File: config.mk
export PLATFORM = sky130hd
export DESIGN_NAME = path_extract_flat
export DESIGN_NICKNAME = d
export VERILOG_FILES = /design/src/rtl/path_extract_if.sv /design/src/rtl/path_extract.sv /design/src/flat_wrapper.sv
export SDC_FILE = /design/constraint.sdc
export NUM_CORES = 1
export LEC_CHECK = 0
export CAP_MARGIN = 0
export CORE_ASPECT_RATIO = 1.4
export CORE_MARGIN = 8
export CORE_UTILIZATION = 40
export DETAILED_ROUTE_END_ITERATION = 10
export PLACE_DENSITY = 0.7
export SLEW_MARGIN = 30
export SYNTH_ARGS = -nofsm -noshare
export SYNTH_HDL_FRONTEND = slang
export SYNTH_SLANG_ARGS = --single-unit
File: constraint.sdc
create_clock -name CLK -period 4 [get_ports CLK]
set_input_delay 0.6 -clock CLK [delete_from_list [all_inputs] [get_ports CLK]]
set_output_delay 0.6 -clock CLK [all_outputs]
set_load 0.01 [all_outputs]
File: src/rtl/path_extract_if.sv
// Pose stream handshake from path_extract to the trajectory stage.
interface path_extract_if;
    logic       pose_valid;
    logic [7:0] pose_data;
    logic       pose_last;
    logic       pose_ready;

    modport master (
        output pose_valid,
        output pose_data,
        output pose_last,
        input  pose_ready
    );

    modport slave (
        input  pose_valid,
        input  pose_data,
        input  pose_last,
        output pose_ready
    );
endinterface

File: src/rtl/path_extract.sv
// Walks the selected-edge list backwards and streams the ordered pose chain.
// Optional revisit detection is enabled with PATH_LOOP_CHECK_EN.
module path_extract #(
    parameter int POSE_NUM = 66,
    parameter int MAX_EDGE = 10,
    parameter int RAM_LAT  = 1
) (
    input  logic                  CLK,
    input  logic                  RST_n,
    input  logic                  start,
    input  logic [MAX_EDGE*11-1:0] selectEdge,
    input  logic [3:0]            edgeCount,
    input  logic [7:0]            startPose,
    input  logic [7:0]            endPose,
    output logic [10:0]           ramAddress,
    input  logic [15:0]           RAMData,
    output logic                  busy,
    output logic                  done,
    output logic                  error,
    path_extract_if.master        pose
);

    typedef enum logic [2:0] {
        IDLE,
        EMIT,
        RD_REQ,
        RD_WAIT,
        RESOLVE,
        DONE,
        ERR
    } state_t;

    state_t               state_q;
    logic [MAX_EDGE*11-1:0] sel_q;
    logic [7:0]           end_q;
    logic [7:0]           cur_q;
    logic [3:0]           idx_q;
    logic [3:0]           wcnt_q;
    logic [10:0]          addr_q;
    logic                 valid_q;
    logic [7:0]           data_q;
    logic                 last_q;
    logic                 busy_q;
    logic                 done_q;
    logic                 err_q;

    logic [6:0]  off_d;
    logic [10:0] slot_d;
    logic [7:0]  first_d;
    logic [7:0]  second_d;
    logic [7:0]  next_d;
    logic        bad_d;
    logic        reject_d;
    logic        loop_hit_d;

`ifdef PATH_LOOP_CHECK_EN
    logic [POSE_NUM-1:0] vis_q;
    logic [POSE_NUM-1:0] next_oh_d;
    logic [POSE_NUM-1:0] start_oh_d;

    assign next_oh_d  = {{(POSE_NUM-1){1'b0}}, 1'b1} << next_d;
    assign start_oh_d = {{(POSE_NUM-1){1'b0}}, 1'b1} << startPose;
    assign loop_hit_d = |(vis_q & next_oh_d);
`else
    assign loop_hit_d = 1'b0;
`endif

    assign off_d    = 7'(idx_q) * 7'd11;
    assign slot_d   = sel_q[off_d +: 11];
    assign first_d  = RAMData[15:8];
    assign second_d = RAMData[7:0];

    always_comb begin
        next_d = first_d;
        if (first_d == cur_q)
            next_d = second_d;
        bad_d = 1'b0;
        if (first_d != cur_q && second_d != cur_q)
            bad_d = 1'b1;
        if (int'(next_d) >= POSE_NUM || first_d == second_d)
            bad_d = 1'b1;
        if (idx_q == 4'd0 && next_d != end_q)
            bad_d = 1'b1;
        if (loop_hit_d)
            bad_d = 1'b1;
    end

    // Start is refused outright when the request cannot describe a path.
    assign reject_d = (edgeCount == 4'd0)
                    || (int'(edgeCount) > MAX_EDGE)
                    || (int'(startPose) >= POSE_NUM)
                    || (int'(endPose) >= POSE_NUM);

    always_ff @(posedge CLK or negedge RST_n) begin
        if (!RST_n) begin
            state_q <= IDLE;
            sel_q   <= '0;
            end_q   <= '0;
            cur_q   <= '0;
            idx_q   <= '0;
            wcnt_q  <= '0;
            addr_q  <= '0;
            valid_q <= 1'b0;
            data_q  <= '0;
            last_q  <= 1'b0;
            busy_q  <= 1'b0;
            done_q  <= 1'b0;
            err_q   <= 1'b0;
`ifdef PATH_LOOP_CHECK_EN
            vis_q   <= '0;
`endif
        end else begin
            unique case (state_q)
                IDLE: begin
                    if (start) begin
                        sel_q  <= selectEdge;
                        end_q  <= endPose;
                        busy_q <= 1'b1;
                        if (reject_d) begin
                            err_q   <= 1'b1;
                            state_q <= ERR;
                        end else begin
                            err_q   <= 1'b0;
                            cur_q   <= startPose;
                            idx_q   <= edgeCount - 4'd1;
                            data_q  <= startPose;
                            last_q  <= 1'b0;
                            valid_q <= 1'b1;
                            state_q <= EMIT;
`ifdef PATH_LOOP_CHECK_EN
                            vis_q   <= start_oh_d;
`endif
                        end
                    end
                end
                EMIT: begin
                    if (pose.pose_ready) begin
                        valid_q <= 1'b0;
                        if (last_q) begin
                            done_q  <= 1'b1;
                            state_q <= DONE;
                        end else begin
                            state_q <= RD_REQ;
                        end
                    end
                end
                RD_REQ: begin
                    addr_q  <= slot_d;
                    wcnt_q  <= 4'(RAM_LAT - 1);
                    state_q <= RD_WAIT;
                end
                RD_WAIT: begin
                    if (wcnt_q == 4'd0)
                        state_q <= RESOLVE;
                    else
                        wcnt_q <= wcnt_q - 4'd1;
                end
                RESOLVE: begin
                    if (bad_d) begin
                        err_q   <= 1'b1;
                        state_q <= ERR;
                    end else begin
                        cur_q   <= next_d;
                        data_q  <= next_d;
                        valid_q <= 1'b1;
                        last_q  <= (idx_q == 4'd0);
                        if (idx_q != 4'd0)
                            idx_q <= idx_q - 4'd1;
                        state_q <= EMIT;
`ifdef PATH_LOOP_CHECK_EN
                        vis_q   <= vis_q | next_oh_d;
`endif
                    end
                end
                DONE: begin
                    done_q  <= 1'b0;
                    busy_q  <= 1'b0;
                    state_q <= IDLE;
                end
                ERR: begin
                    valid_q <= 1'b0;
                    busy_q  <= 1'b0;
                    state_q <= IDLE;
                end
                default: state_q <= IDLE;
            endcase
        end
    end

    assign ramAddress      = addr_q;
    assign pose.pose_valid = valid_q;
    assign pose.pose_data  = data_q;
    assign pose.pose_last  = last_q;
    assign busy            = busy_q;
    assign done            = done_q;
    assign error           = err_q;

endmodule

File: src/flat_wrapper.sv
// flat-port wrapper written by rule: the top's interface ports become plain ports
module path_extract_flat 
#(
    parameter int POSE_NUM = 66,
    parameter int MAX_EDGE = 10,
    parameter int RAM_LAT  = 1
)
  (CLK, RST_n, start, selectEdge, edgeCount, startPose, endPose, ramAddress, RAMData, busy, done, error, pose_pose_valid, pose_pose_data, pose_pose_last, pose_pose_ready);
  path_extract_if pose_i ();
  input  logic CLK;
  input  logic RST_n;
  input  logic start;
  input  logic [MAX_EDGE*11-1:0] selectEdge;
  input  logic [3:0] edgeCount;
  input  logic [7:0] startPose;
  input  logic [7:0] endPose;
  output logic [10:0] ramAddress;
  input  logic [15:0] RAMData;
  output logic busy;
  output logic done;
  output logic error;
  output wire logic [$bits(pose_i.pose_valid)-1:0] pose_pose_valid;
  output wire logic [$bits(pose_i.pose_data)-1:0] pose_pose_data;
  output wire logic [$bits(pose_i.pose_last)-1:0] pose_pose_last;
  input wire logic [$bits(pose_i.pose_ready)-1:0] pose_pose_ready;
  assign pose_pose_valid = pose_i.pose_valid;
  assign pose_pose_data = pose_i.pose_data;
  assign pose_pose_last = pose_i.pose_last;
  assign pose_i.pose_ready = pose_pose_ready;
  path_extract #(.POSE_NUM(POSE_NUM), .MAX_EDGE(MAX_EDGE), .RAM_LAT(RAM_LAT)) u_core (.CLK(CLK), .RST_n(RST_n), .start(start), .selectEdge(selectEdge), .edgeCount(edgeCount), .startPose(startPose), .endPose(endPose), .ramAddress(ramAddress), .RAMData(RAMData), .busy(busy), .done(done), .error(error), .pose(pose_i));
endmodule
After elaboration in Yosys (flattened, before gate mapping)
Cells that the tools add are included.
Word-level totals
  bits in registers: 153
  bits of input ports: 150
  output and inout port bits: 24
  logic and storage cells: 107
Cells by class
  add/subtract/negate cells: 3
  $mul: 1
  order comparisons: 4
  eq/ne operators: 20
  shifts and indexed selects: 1
  mux-type cells: 40
  reductions and logical operators: 26
Operators with widths (number)
  variable part select 110 x 8 -> 11 bit: 1
  two-way mux 8 bit: 4
  >= comparator 8 x 7 -> 1 bit, second input constant: 3
  inequality test 8 bit: 3
  two-way mux 4 bit: 5
  two-way mux 3 bit: 6
  equality test 8 bit: 2
  two-way mux 1 bit: 16
  case mux 4 bit (2 select lines): 2
  case mux 8 bit (2 select lines): 1
  case mux 3 bit (5 select lines): 1
  logical NOT 4 bit: 3
  subtractor 4 x 1 -> 4 bit, second input constant: 3
  inequality test 2 bit, second input constant: 5
  AND reduction 5 bit: 2
  equality test 3 bit, second input constant: 3
  AND reduction 3 bit: 3
  inequality test 2 x 1 -> 1 bit, second input constant: 4
  case mux 1 bit (2 select lines): 4
  nonzero test 2 bit: 4
  nonzero test 4 bit: 2
  multiplier 4 x 4 -> 7 bit, second input constant: 1
  equality test 3 x 2 -> 1 bit, second input constant: 2
  AND reduction 2 bit: 3
  other kinds (8): 12

Logic depth before layout (Yosys ltp)
Gate-level depths: netlist of the first run.
  word-level depth: 8
  mapped depth: 16
  gate-level depth less buffers: 11

Worst setup path before layout of the first run
OpenSTA, ideal clock, no wires.
  path kind: reg-to-reg
  start point: register u_core.idx_q[0]
  end point: register u_core.addr_q[3] (netlist: u_core.ramAddress[3])
  setup time: 0.124 ns
  data arrival time: 3.132 ns
  data required time: 3.876 ns
  slack: 0.743 ns
  stages on the path, launching flop included: 15
  buffers on the path: 6
  period minus slack after synthesis: 3.257 ns
  cells stage by stage: dfrtp_1 > buf_4 > buf_6 > inv_2 > buf_2 > buf_2 > ha_1 > buf_6 > buf_8 > mux4_2 > nand2_1 > o31ai_1 > mux4_2 > a211oi_1 > nor2_1
Between the ends
  word-level cells in the longest chain between the ends: 2
RTL lines
  start: declaration: line path_extract.sv:37  | logic [3:0] idx_q;
  start signal: assignment: line path_extract.sv:125  | idx_q <= edgeCount - 4'd1;
  start signal: assignment: line path_extract.sv:168  | idx_q <= idx_q - 4'd1;
  multiplier 4 x 4 -> 7 bit: line path_extract.sv:68  | assign off_d = 7'(idx_q) * 7'd11;
  variable part select 110 x 8 -> 11 bit: line path_extract.sv:69  | assign slot_d = sel_q[off_d +: 11];
  end signal: assignment: line path_extract.sv:148  | addr_q <= slot_d;
  end: declaration: line path_extract.sv:39  | logic [10:0] addr_q;
Every way passes these cells.
A chain may end at the register's enable or synchronous reset.

Worst setup path in the final report of the first run
  start point: register u_core.idx_q[0]
  end point: register u_core.addr_q[5] (netlist: u_core.ramAddress[5])
Same word-level chain as after synthesis.

==> qor.yml, run 1 <==
synthesis:
  ys_ff_latch: 153
  post_synth_main_area_contributors: "dfrtp_1 (32%), nand2_1 (15%), mux2i_1 (11%)"
  synth_area_mm2: 0.01214
  synth.yosys.seq_area_share_pct: 31.53
  synthesis.instances: 1411
  synth.top_cell.area_share_pct: 31.53
  synthesis.area_per_instance_um2: 8.605
  edff_count_synth: 0
  synth_compound_gate_area_share_pct: 11.68
  synthArstFlopShare_pct: 100.0
  netlist_top_cells_count: "nand2_1 (492), dfrtp_1 (153), mux2i_1 (138), mux4_2 (57)"
  syn_nets: 1577
  synth_top_family_by_area: "multiplexers"
  synth.distinct_cells: 76
  yosys.cell_count.top_type: "nand2_1"
  synthMuxAreaShare_pct: 24.08
  xor_xnor_share_of_the_synthesized_area_pct: 3.596
  primary_ff_master_synth: "dfrtp_1"
  post-synth-top-area-cell: "dfrtp_1"
  synth_area_in_simple_gates_pct: 22.57
  synthAdderAreaFrac_pct: 1.711
  synth-warning-count: 0
global_route:
  grtUsageMet3_pct: 3.214
  grt_usage_pct: 22.53
  globalRoute.busiestLayer: "met2"
  antenna_found_initial: 0
  leftover_overflow_at_the_end_of_global_routing: 0
  grt_util_met2_pct: 38.67
  grt_pass1_wl_um: 64720
  first_global_vias: 11440
  grt_max_degree: 88
  grtUsageMet1_pct: 26.68
layout:
  area_delta_synth_final_pct: 22.17
  final_net_count: 1708
  drive_gt1_share_pct: 11.06
  nFillCells: 2895
  insertedDiodeCount: 0
floorplan:
  top_level_ports: 174
  die-area_mm2: 0.03626
  start_util_pct: 40.56
  dieWidth_um: 163.2
  floorplan.core_area_mm2: 0.02994
  num_rows: 75
  floorplan.die.height_um: 222.1
clocking:
  cts_root_buf: "clkbuf_16"
  numClockSinks: 153
  cts_resized: 0
  cts.htree.levels: 4
  holdBufCountCts: 0
  cts_max_path_buffers: 2
  post_cts.repair.setup_buffers: 0
  cts_tree: "done"
  path_clk_slew_ps: 70
  clk-insertion-delay-late_ps: 440
  cts_made_buffers: 17
setup_path:
  setup.worst_path.end: "u_core.ramAddress[5]"
  critical_path_slowest_stage_cell: "fa_2"
  cp_data_arrival_time_ps: 3970
  crit_chain: "ha_1, ha_1, inv_1, fa_2, buf_12, nor3b_1, a211oi_1, o32ai_1, o21ai_0, a31oi_1, o31ai_1, o21ai_0"
  critical_path.startpoint: "u_core.idx_q[0]"
  worstReg2RegEnd: "u_core.ramAddress[5]"
  cp_max_fo: 58
  regToRegStartpoint: "u_core.idx_q[0]"
  start_kind: "flip-flop"
  crit_path_max_incr_delay_ps: 560
  worstSetupPathType: "reg2reg"
  rrSetupSlack_ps: 320
  worstRegToRegCells: 12
  cp-end-kind: "flip-flop"
  cp.required_ps: 4290
status:
  result_of_the_run: "completed"
detailed_routing:
  drcViolationCount: 0
  route.final.wire_length_um: 41000
  firstDrtPassIters: 6
  drt-vias-per-instance: 5.795
  wl_per_cell_um: 21.13
  ant_nets: 0
  drtIter0Drc: 792
  route.vias.total: 11240
timing:
  maxSlewHeadroom_pct: 38.99
  final.setup.tns_ps: 0
  hold_viol: 0
  finalWorstPathRequiredPeriod_ps: 3680
  rsz_0062_raised_after_global_routing: "false"
  worstMarginPinSlew_ps: 915.1
  fin_worst_skew_ps: 22.83
  final_max_slew_viol_count: 0
  min_period_over_period_pct: 92.01
  setup_viol: 0
  fmaxAchievable_ghz: 0.2717
place:
  numPortBuffers: 173
  place_hpwl_um: 30950
  gpl.final_weighted_congestion: 0.9635
run:
  max-cap-violations: 0
worst_hold_path:
  hp_class: "in2async"
==> kinds of logic (layout without fill, tap and decap cells) <==
kind of cell    count (synthesis)  after routing
buf+inv                       117            261
compound gates                202            202
simple gates                  659            659
fa+ha+maj                      16             16
xor+xnor                       46             46
flops                         153            153
mux                           218            218
==> routing by layer <==
metal,share of wire [%],vias up
met3,5.0,79
met2,51,404
met5,0,-
met4,4.6,0
li1,-,5274
met1,39,5486
==> metrics by stage <==
stage / instances / worst slack, ps / hold slack (ps) / utilization, % / area (um^2)
after global routing: 1940 / 75.46 / 289.1 / 49.55 / 14830
final: 1940 / 319.8 / 231.1 / 49.55 / 14830
after floorplan: 1411 / 743.3 / 304.4 / - / 12140
after global placement: 1908 / 322.8 / 470.6 / 47.63 / 14260
after detailed placement: 1908 / 264.3 / 472.8 / 47.65 / 14260
after CTS: 1940 / 231.8 / 256.6 / 49.54 / 14830
==> cell type report <==
class / count / area [um^2] / area share (%)
sequential: 153 / 3832 / 25.84
multi-input combinational: 1141 / 7780 / 52.45
inverter: 18 / 67.56 / 0.4555
clock buffer: 17 / 425.4 / 2.868
timing repair buffer: 211 / 2106 / 14.20
tap: 385 / 481.7 / 3.248
clock inverter: 15 / 140.1 / 0.9447
==> layout by cell type, fill, tap and decap left out, types with 14 or more instances in the layout <==
| cell type | count |
|---|---|
| inv_1 | 15 |
| mux4_2 | 57 |
| xor2_1 | 32 |
| mux2i_1 | 138 |
| clkdlybuf4s50_1 | 172 |
| clkbuf_16 | 17 |
| o21ai_0 | 42 |
| buf_4 | 31 |
| nand3_1 | 46 |
| mux2_2 | 19 |
| nor2_1 | 42 |
| ha_1 | 14 |
| a21oi_1 | 32 |
| nand2_1 | 492 |
| dfrtp_1 | 152 |
==> state kept, by name (all words and copies together), names as in the netlist <==
signal / cells
u_core.error: 1
u_core.pose.pose_valid: 1
u_core.done: 1
u_core.end_q: 8
u_core.state_q: 3
u_core.pose.pose_last: 1
u_core.wcnt_q: 4
u_core.ramAddress: 11
u_core.cur_q: 8
u_core.busy: 1
u_core.sel_q: 110
u_core.idx_q: 4
==> critical path, delay by kind of cell (launching register included) <==
family	cells	cell delay, ps
compound gates	6	1380
fa+ha+maj	3	1180
flops	1	530
buf+inv	2	350
simple gates	1	90
==> worst min-delay path by stage <==
stage                     from               to  slack (ps)  cells past startpoint
2_1_floorplan            RST_n      u_core.busy         300                      0
3_3_place_gp   u_core.sel_q[1]  u_core.sel_q[1]         470                      2
3_5_place_dp   u_core.sel_q[1]  u_core.sel_q[1]         470                      2
4_1_cts                  RST_n  u_core.cur_q[4]         260                      1
5_1_grt                  RST_n  u_core.cur_q[4]         290                      1
6_report                 RST_n  u_core.cur_q[4]         230                      1
Power of run 1 is not shown: default switching activity piles up to over one toggle a cycle in this logic, so the estimate is an artifact.
==> run 2, diff against run 1 <==
--- a/config.mk
+++ b/config.mk
@@ -11,6 +11,7 @@
 export CORE_UTILIZATION = 40
 export DETAILED_ROUTE_END_ITERATION = 10
 export PLACE_DENSITY = 0.7
+export SKIP_LAST_GASP = 1
 export SLEW_MARGIN = 30
 export SYNTH_ARGS = -nofsm -noshare
 export SYNTH_HDL_FRONTEND = slang
==> results of run 2 <==
No change in the layout: final DEF, timing and power equal those of run 1.
Power of run 2 is left out for the same reason.
==> run 3, diff against run 2 <==
--- a/config.mk
+++ b/config.mk
@@ -12,7 +12,7 @@
 export DETAILED_ROUTE_END_ITERATION = 10
 export PLACE_DENSITY = 0.7
 export SKIP_LAST_GASP = 1
-export SLEW_MARGIN = 30
+export SLEW_MARGIN = 10
 export SYNTH_ARGS = -nofsm -noshare
 export SYNTH_HDL_FRONTEND = slang
 export SYNTH_SLANG_ARGS = --single-unit
==> qor.yml, run 3 (synthesis results as in run 1) <==
status:
  result_of_the_run: "completed"
layout:
  insertedDiodeCount: 0  # unchanged
  area_delta_synth_final_pct: 22.08  # about the same
  regArea_mm2: 0.003832  # unchanged
  register_containing_the_most_flip_flops_in_the_final_layout: "u_core.sel_q"
  finish.instance_area_mm2: 0.01482  # about the same
  leading_cell_type_in_the_layout_fill_and_taps_excluded: "nand2_1"
  multi_input_comb_area_mm2: 0.007770  # -0.13%
  nFillCells: 2864  # -1.1%
  largest_register_ff_count: 110  # unchanged
  mostFrequentLayoutCells: "nand2_1 (492), clkdlybuf4s50_1 (172), dfrtp_1 (152)"
  drive_gt1_share_pct: 10.93  # -0.13 points
  final_net_count: 1708  # unchanged
run:
  max-cap-violations: 0  # unchanged
setup_path:
  setup.worst_path.end: "u_core.ramAddress[5]"
  critical_path.startpoint: "u_core.idx_q[0]"
  start_kind: "flip-flop"
  cp_max_fo: 58  # unchanged
  worstRegToRegCells: 12  # unchanged
  rrSetupSlack_ps: 260  # -60 ps
  crit_chain: "ha_1, ha_1, inv_1, fa_2, buf_12, nor3b_1, a211oi_1, o32ai_1, o21ai_0, a31oi_1, o31ai_1, o21ai_0"
  regToRegStartpoint: "u_core.idx_q[0]"
  cp_data_arrival_time_ps: 4030  # +60 ps
  cp-end-kind: "flip-flop"
  cp.required_ps: 4290  # about the same
  worst-path-stages: 12  # unchanged
  critical_path_slowest_stage_cell: "fa_2"
  timing.critical_path.buf_inv: 2  # unchanged
  crit_family: "compound AO/OA/AOI/OAI gates"
  worstReg2RegEnd: "u_core.ramAddress[5]"
  worstSetupPathType: "reg2reg"
  crit_path_max_incr_delay_ps: 560  # about the same
place:
  place_hpwl_um: 30960  # about the same
  numPortBuffers: 173  # unchanged
  gpl.final_weighted_congestion: 0.9635  # unchanged
  post-place-ws_ps: 268.1  # +3.781 ps
  placement.cell_area_mm2: 0.01426  # about the same
global_route:
  grt_usage_pct: 22.58  # +0.050 points
  leftover_overflow_at_the_end_of_global_routing: 0  # unchanged
  antenna_found_initial: 0  # unchanged
  first_global_vias: 11520  # +0.69%
  grt_max_degree: 88  # unchanged
  grt_pass1_wl_um: 64930  # +0.33%
floorplan:
  start_util_pct: 40.56  # unchanged
  floorplan.core_area_mm2: 0.02994  # unchanged
  num_rows: 75  # unchanged
  top_level_ports: 174  # unchanged
  floorplan.die.height_um: 222.1  # unchanged
  dieWidth_um: 163.2  # unchanged
  die-area_mm2: 0.03626  # unchanged
timing:
  final.setup.tns_ps: 0  # unchanged
  fin_worst_skew_ps: 11.54  # -11.29 ps
  maxSlewHeadroom_pct: 27.25  # -12 points
  min_period_over_period_pct: 93.54  # +1.5 points
  hold_viol: 0  # unchanged
  worstMarginPinSlew_ps: 1087  # +172.2 ps
  final_max_slew_viol_count: 0  # unchanged
  finalWorstSetupSlack_ps: 258.4  # -61.31 ps
  finalWorstPathRequiredPeriod_ps: 3742  # +61.31 ps
  fmaxAchievable_ghz: 0.2673  # -1.6%
  rsz_0062_raised_after_global_routing: "false"
  setup_viol: 0  # unchanged
detailed_routing:
  wl_per_cell_um: 21.02  # -0.55%
  drt-vias-per-instance: 5.766  # -0.51%
  firstDrtPassIters: 5  # -1
  drtIter0Drc: 783  # -1.1%
  route.final.wire_length_um: 40770  # -0.55%
  route.vias.total: 11190  # -0.51%
  ant_nets: 0  # unchanged
  drcViolationCount: 0  # unchanged
clocking:
  post_cts.repair.setup_buffers: 0  # unchanged
  clk-insertion-delay-late_ps: 440  # about the same
  path_clk_slew_ps: 70  # about the same
  cts_made_buffers: 17  # unchanged
  cts_resized: 0  # unchanged
  cts_tree: "done"
  numClockSinks: 153  # unchanged
  cts.htree.levels: 4  # unchanged
  cts_max_path_buffers: 2  # unchanged
  cts_root_buf: "clkbuf_16"
  holdBufCountCts: 0  # unchanged
worst_hold_path:
  hp_class: "in2async"
## run 3: layout make-up
| type | count | share of cell area [%] |
|---|---|---|
| Multi-Input combinational cell | 1141 | 52.42 |
| Sequential cell | 153 | 25.85 |
| Timing Repair Buffer | 211 | 14.21 |
| Tap cell | 385 | 3.250 |
| Clock buffer | 17 | 2.870 |
| Clock inverter | 15 | 0.9454 |
| Inverter | 18 | 0.4558 |
## run 3: worst register-to-register path, cell delays in order, from the launching register on
cell      delay [ps]
dfrtp_4          530
ha_1             320
ha_1             300
inv_1             60
fa_2             560
buf_12           270
nor3b_1          120
a211oi_1         230
o32ai_1          140
o21ai_0          350
a31oi_1           90
o31ai_1          490
o21ai_0          150
## run 3: worst min-delay path by stage
stage	from	slack (ps)	endpoint
3_5_place_dp	u_core.sel_q[1]	470	u_core.sel_q[1]
6_report	RST_n	210	u_core.cur_q[4]
4_1_cts	RST_n	260	u_core.cur_q[4]
5_1_grt	RST_n	290	u_core.cur_q[4]
2_1_floorplan	RST_n	300	u_core.busy
3_3_place_gp	u_core.sel_q[1]	470	u_core.sel_q[1]
## run 3: metrics by stage
step,instances,hold WS (ps),utilization [%]
floorplan,1411,304.4,-
global placement,1908,470.6,47.63
detailed placement,1908,473.9,47.63
CTS,1940,262.1,49.52
global route,1940,294.8,49.52
finish,1940,209.5,49.52
## run 3: per-layer routing
layer / vias to the layer above / track usage [%] / wire, um
li1: 5265 / - / -
met1: 5453 / 26.54 / 16170
met2: 377 / 38.39 / 20630
met3: 91 / 3.809 / 1943
met4: 0 / 12.05 / 2022
met5: - / 0 / 0
Power of run 3 is left out for the same reason.
